[src/rtl/sync_debounce_pkg.sv]
// -----------------------------------------------------------------------------
// sync_debounce_pkg
// Shared helpers for the sync_debounce input conditioner.
//   clog2_f     : ceiling log2 of a positive integer (constant-evaluable)
//   ctr_width_f : stability-counter width, never narrower than one bit
// -----------------------------------------------------------------------------
package sync_debounce_pkg;

    function automatic int clog2_f(input int value);
        int result;
        result = 0;
        for (int v = value - 1; v > 0; v = v >> 1) begin
            result = result + 1;
        end
        return result;
    endfunction

    // A single-cycle debounce still needs a one-bit counter to keep the
    // declaration legal, even though the counter never leaves zero.
    function automatic int ctr_width_f(input int cycles);
        int w;
        w = clog2_f(cycles);
        return (w > 1) ? w : 1;
    endfunction

endpackage : sync_debounce_pkg

[src/rtl/debounce_channel.sv]
// -----------------------------------------------------------------------------
// debounce_channel
// One bit of the input conditioner: SYNC_STAGES-deep synchroniser followed by
// a stability counter that only moves the output after DEBOUNCE_CYCLES
// consecutive disagreeing samples. Bypass makes the output track the
// synchronised input directly.
// Ports:
//   clk, rst_n   : clock, asynchronous active-low reset
//   async_i      : raw asynchronous input bit
//   bypass_i     : 1 = output follows synchronised input every edge
//   out_o        : registered debounced level
//   rise_o/fall_o: registered one-cycle edge pulses, coincident with out_o
//   event_next_o : pulse that will be registered on the next edge, used by
//                  the top to register the aggregate change flag in step
// -----------------------------------------------------------------------------
module debounce_channel
    import sync_debounce_pkg::*;
#(
    parameter int   SYNC_STAGES     = 2,
    parameter int   DEBOUNCE_CYCLES = 1000,
    parameter logic RESET_BIT       = 1'b0
) (
    input  logic clk,
    input  logic rst_n,
    input  logic async_i,
    input  logic bypass_i,
    output logic out_o,
    output logic rise_o,
    output logic fall_o,
    output logic event_next_o
);

    localparam int              W_CTR    = ctr_width_f(DEBOUNCE_CYCLES);
    localparam logic [W_CTR-1:0] CTR_LAST = W_CTR'(DEBOUNCE_CYCLES - 1);
    localparam logic [W_CTR-1:0] CTR_ZERO = {W_CTR{1'b0}};
    localparam logic [W_CTR-1:0] CTR_ONE  = W_CTR'(1);

    logic [SYNC_STAGES-1:0] sync_q;
    logic                   sync_s;
    logic [W_CTR-1:0]       cnt_q, cnt_d;
    logic                   out_q, out_d;
    logic                   rise_q, rise_d;
    logic                   fall_q, fall_d;

    assign sync_s = sync_q[SYNC_STAGES-1];

    // Synchroniser: plain shift register, nothing between stages.
    always_ff @(posedge clk or negedge rst_n) begin
        if (!rst_n) begin
            sync_q <= {SYNC_STAGES{RESET_BIT}};
        end else begin
            sync_q <= {sync_q[SYNC_STAGES-2:0], async_i};
        end
    end

    // Next-state for level, stability counter and edge pulses.
    always_comb begin
        out_d = out_q;
        cnt_d = CTR_ZERO;
        if (bypass_i) begin
            // Any partial count is dropped; output tracks the sync chain.
            out_d = sync_s;
            cnt_d = CTR_ZERO;
        end else if (sync_s == out_q) begin
            // Input agrees again: a glitch shorter than the window is rejected.
            cnt_d = CTR_ZERO;
        end else if (cnt_q == CTR_LAST) begin
            out_d = sync_s;
            cnt_d = CTR_ZERO;
        end else begin
            cnt_d = cnt_q + CTR_ONE;
        end
        rise_d = out_d & ~out_q;
        fall_d = ~out_d & out_q;
    end

    // Level, counter and pulse registers.
    always_ff @(posedge clk or negedge rst_n) begin
        if (!rst_n) begin
            out_q  <= RESET_BIT;
            cnt_q  <= CTR_ZERO;
            rise_q <= 1'b0;
            fall_q <= 1'b0;
        end else begin
            out_q  <= out_d;
            cnt_q  <= cnt_d;
            rise_q <= rise_d;
            fall_q <= fall_d;
        end
    end

    assign out_o        = out_q;
    assign rise_o       = rise_q;
    assign fall_o       = fall_q;
    assign event_next_o = rise_d | fall_d;

endmodule : debounce_channel

[src/rtl/sync_debounce.sv]
// -----------------------------------------------------------------------------
// sync_debounce
// Multi-channel synchroniser + debouncer for bouncy asynchronous level inputs.
// Ports:
//   clk, rst_n : clock, asynchronous active-low reset
//   async_in   : N_CHANNELS raw asynchronous inputs
//   bypass     : 1 = plain multi-stage synchroniser (no debounce)
//   out        : registered debounced levels
//   rise, fall : registered one-cycle pulses when out[i] goes 0->1 / 1->0
//   changed    : registered OR of all pulses, same cycle as the pulses
// -----------------------------------------------------------------------------
module sync_debounce
    import sync_debounce_pkg::*;
#(
    parameter int                    N_CHANNELS      = 8,
    parameter int                    SYNC_STAGES     = 2,
    parameter int                    DEBOUNCE_CYCLES = 1000,
    parameter logic [N_CHANNELS-1:0] RESET_VALUE     = {N_CHANNELS{1'b0}}
) (
    input  logic                  clk,
    input  logic                  rst_n,
    input  logic [N_CHANNELS-1:0] async_in,
    input  logic                  bypass,
    output logic [N_CHANNELS-1:0] out,
    output logic [N_CHANNELS-1:0] rise,
    output logic [N_CHANNELS-1:0] fall,
    output logic                  changed
);

    logic [N_CHANNELS-1:0] event_next_s;
    logic                  changed_q;

    for (genvar g = 0; g < N_CHANNELS; g++) begin : g_chan
        debounce_channel #(
            .SYNC_STAGES     (SYNC_STAGES),
            .DEBOUNCE_CYCLES (DEBOUNCE_CYCLES),
            .RESET_BIT       (RESET_VALUE[g])
        ) u_chan (
            .clk          (clk),
            .rst_n        (rst_n),
            .async_i      (async_in[g]),
            .bypass_i     (bypass),
            .out_o        (out[g]),
            .rise_o       (rise[g]),
            .fall_o       (fall[g]),
            .event_next_o (event_next_s[g])
        );
    end

    // Aggregate change flag, registered from the channels' next pulses so it
    // lines up with rise/fall.
    always_ff @(posedge clk or negedge rst_n) begin
        if (!rst_n) begin
            changed_q <= 1'b0;
        end else begin
            changed_q <= |event_next_s;
        end
    end

    assign changed = changed_q;

endmodule : sync_debounce

[config.mk]
export PLATFORM = sky130hd
export DESIGN_NAME = sync_debounce
export DESIGN_NICKNAME = d
export VERILOG_FILES = /design/src/rtl/sync_debounce_pkg.sv /design/src/rtl/debounce_channel.sv /design/src/rtl/sync_debounce.sv
export SDC_FILE = /design/constraint.sdc
export NUM_CORES = 1
export LEC_CHECK = 0
export CELL_PAD_IN_SITES_DETAIL_PLACEMENT = 1
export CELL_PAD_IN_SITES_GLOBAL_PLACEMENT = 1
export CORE_AREA = 3 3 110 112
export CTS_CLUSTER_SIZE = 10
export DETAILED_ROUTE_END_ITERATION = 7
export DIE_AREA = 0 0 113 115
export DONT_BUFFER_PORTS = 1
export HOLD_SLACK_MARGIN = 0.1
export PLACE_DENSITY_LB_ADDON = 0.12
export SLEW_MARGIN = 20
export SYNTH_ARGS = -nofsm -noshare
export SYNTH_HDL_FRONTEND = slang
export SYNTH_SLANG_ARGS = --single-unit
[constraint.sdc]
create_clock -name clk -period 3.7 [get_ports clk]
set_input_delay 0.74 -clock clk [delete_from_list [all_inputs] [get_ports clk]]
set_output_delay 0.74 -clock clk [all_outputs]
set_load 0.005 [all_outputs]
==> results.ini <==
[outcome]
outcome = finished, final reports clean

[timing]
setup_tns_ns = 0
post-route-period-util_pct = 61.66
min_period_ns = 2.281
clock.fmax_ghz = 0.4383
finalHoldViolCount = 0
fin_ws_ns = 1.419
slew-limit-headroom_pct = 46.94
drv_slew = 0
setup_viol = 0
skew_ns = 0.009298
rsz0062_at_grt = no
worstMarginPinSlew_ns = 0.7946

[placement]
dp_hpwl_microns = 7683
dp.cells = 600
dpl_cell_area_sq_mm = 0.005532
place_congestion = 0.7617
io_buffers = 0
pre_cts_ws_ns = 1.000

[setup_path]
worstPathRequired_ns = 3.99
slowest_stage = dfrtp_1
rr_worst_depth = 7
r2r_start = g_chan[4].u_chan.cnt_q[0]
crit_path_frequent_cell = ha_1
setup.worst_path.start_class = flip-flop
cp_max_fo = 4
crit_cells = 7
cp_cell_sequence = ha_1 > and3_1 > a31oi_1 > mux2_2 > ha_1 > nand4_1 > or2_2
critPathCapture = changed
end_kind = flip-flop
path_buf_inv = 0
crit_start = g_chan[4].u_chan.cnt_q[0]
path_delay_family = adder cells
rrSetupSlack_ns = 1.42
cp_data_arrival_time_ns = 2.57
critPathKind = flip-flop to flip-flop
reg2reg_to = changed
critical_path.max_stage_delay_ns = 0.41

[global_route]
grt_usage_pct = 19.32
grt_overflow_total = 0
grt_pass1_wl_microns = 19590
grt_pass1_vias = 3890
grt_antenna_before_repair = 0
grt_start_max_net_pins = 122

[finish]
n_antenna_cell = 0
area_delta_synth_final_pct = 10.60
final-instance-count-excl-fill = 631
final_util_pct = 54.22
layout-drive-gt1-share_pct = 10.66
stdcell_area_sq_mm = 0.006138
nNetsFinal = 512

[clocking]
cts_max_path_buffers = 2
clkLatencyLatePin_ns = 0.42
clock-root-buffer = clkbuf_16
cts_sinks = 121
path_clk_slew_ns = 0.05
numCtsBuffers = 17
ctsResizeCount = 0
cts_tree = done
cts_max_level = 4

[floorplan]
start_util_pct = 49.03
die-area_sq_mm = 0.01300
num_rows = 39
die_w_microns = 113
io_pins = 36
core_area_sq_mm = 0.01132
die_h_microns = 115

[synthesis]
synth_edf_count = 0
syn_inst = 484
ys_types = 33
syn_nets = 519
async_flop_share_pct = 100.0
yosysSeqAreaShare_pct = 54.55
synthFlopType = dfrtp_1
netlist_area_sq_mm = 0.005550
yosys_warnings = 0
ys_ff_latch = 121
syn_avg_cell_area_sq_um = 11.47

[detailed_routing]
totalWireLength_microns = 11420
vias = 3645
drt_iter0_markers = 134
via_per_inst = 5.777
drt_drc_violations_left = 0
antenna_left = 0
wl_per_cell_microns = 18.10
firstDrtPassIters = 4

[pwr]
peakVddDrop_mv = 0.3474
power.leakage_uw = 0.002600
powerDensity_mw_per_mm2 = 519.4

[min_path]
hp-class = input pin to async pin

[run]
cap_violations = 0

[routing by layer]
metal  vias to the layer above  GRT usage, %  share of wire [%]
li1                       1720             -                  -
met1                      1863         24.24                 45
met2                        46         30.96                 50
met3                        16         5.947                3.6
met4                         0         8.734                1.9
met5                         -             0                  0
[registers in the layout, summed over array words and instances, names as in the netlist]
| register | cells |
|---|---|
| changed | 1 |
| g_chan.u_chan.cnt_q | 80 |
| g_chan.u_chan.fall_o | 8 |
| g_chan.u_chan.out_o | 8 |
| g_chan.u_chan.rise_o | 8 |
| g_chan.u_chan.sync_q | 16 |
[worst min-delay path by stage]
stage	to	slack, ns
2_1_floorplan	g_chan[0].u_chan.sync_q[1]	0.33
3_3_place_gp	g_chan[5].u_chan.sync_q[1]	0.33
3_5_place_dp	g_chan[3].u_chan.sync_q[1]	0.34
4_1_cts	g_chan[1].u_chan.fall_o	0.31
5_1_grt	g_chan[1].u_chan.fall_o	0.31
6_report	g_chan[1].u_chan.fall_o	0.28
[kinds of logic (layout without fill, tap and decap cells)]
kind of cell | Yosys count | in the layout | share of synthesized area [%]
AO/OA/AOI/OAI | 96 | 96 | 11.52
XOR/XNOR | 32 | 32 | 5.050
adder cells (fa/ha/maj) | 24 | 24 | 5.410
buffers and inverters | 46 | 50 | 4.847
flip-flops | 121 | 121 | 54.55
multiplexers | 16 | 16 | 3.066
AND/OR/NAND/NOR | 149 | 149 | 15.55
[placed cells by master (no fill, tap or decap), drive strengths merged, types with 19 or more instances in the layout]
| master | netlist | final |
|---|---|---|
| a21oi | 40 | 40 |
| nand3 | 24 | 24 |
| inv | 19 | 19 |
| nor2 | 35 | 35 |
| clkbuf | 1 | 22 |
| dfrtp | 121 | 121 |
| xor2 | 23 | 23 |
| or3 | 24 | 24 |
| o21ai | 24 | 24 |
| ha | 24 | 24 |
[layout make-up]
cell class              instances  area (sq um)
flip-flops and latches        121          3028
multi-input cells             317          2253
fillers                      1199          5182
clock buffers                  22         484.2
clock inverters                 8         95.09
inverters                      19         71.32
well taps                     143         178.9
repair buffers                  1         27.53
[worst reg2reg max path: stages, from the launching register on]
cell,delay [ns]
dfrtp_1,0.41
ha_1,0.27
and3_1,0.22
a31oi_1,0.24
mux2_2,0.39
ha_1,0.30
nand4_1,0.07
or2_2,0.27
[Yosys cell counts, types with 9 or more instances]
cell	count	area [sq um]
nand3_1	23	115.1
inv_1	19	71.32
nand4_1	10	62.56
or3_1	23	143.9
o31ai_1	16	120.1
ha_1	24	300.3
or4_1	16	120.1
o21ai_0	24	120.1
nor2_1	35	131.4
xnor2_1	9	78.83
a21oi_1	40	200.2
xor2_1	23	201.4
buf_4	25	187.7
dfrtp_1	121	3028
nand2_1	17	63.81
[report_power, final]
group / switching, uW / internal [uW]
Sequential: 50.4 / 1380
Combinational: 104 / 57.3
Clock: 553 / 1050
Total: 707 / 2480
[per-stage QoR]
step                      total power, uW  hold slack [ns]
after global placement               1577           0.3329
after global routing                 3331           0.3104
after CTS                            3245           0.3064
after detailed placement             1588           0.3362
after floorplan                      1566           0.3312
final                                3188           0.2784
[timing repair]
action / 4_1_cts / 5_1_grt
endpoints found under the hold margin: 121 / 0
hold buffers: 1 / 0
setup endpoints to repair: 0 / 0
setup buffers: 0 / 0
(Power assumes the default switching activity.)
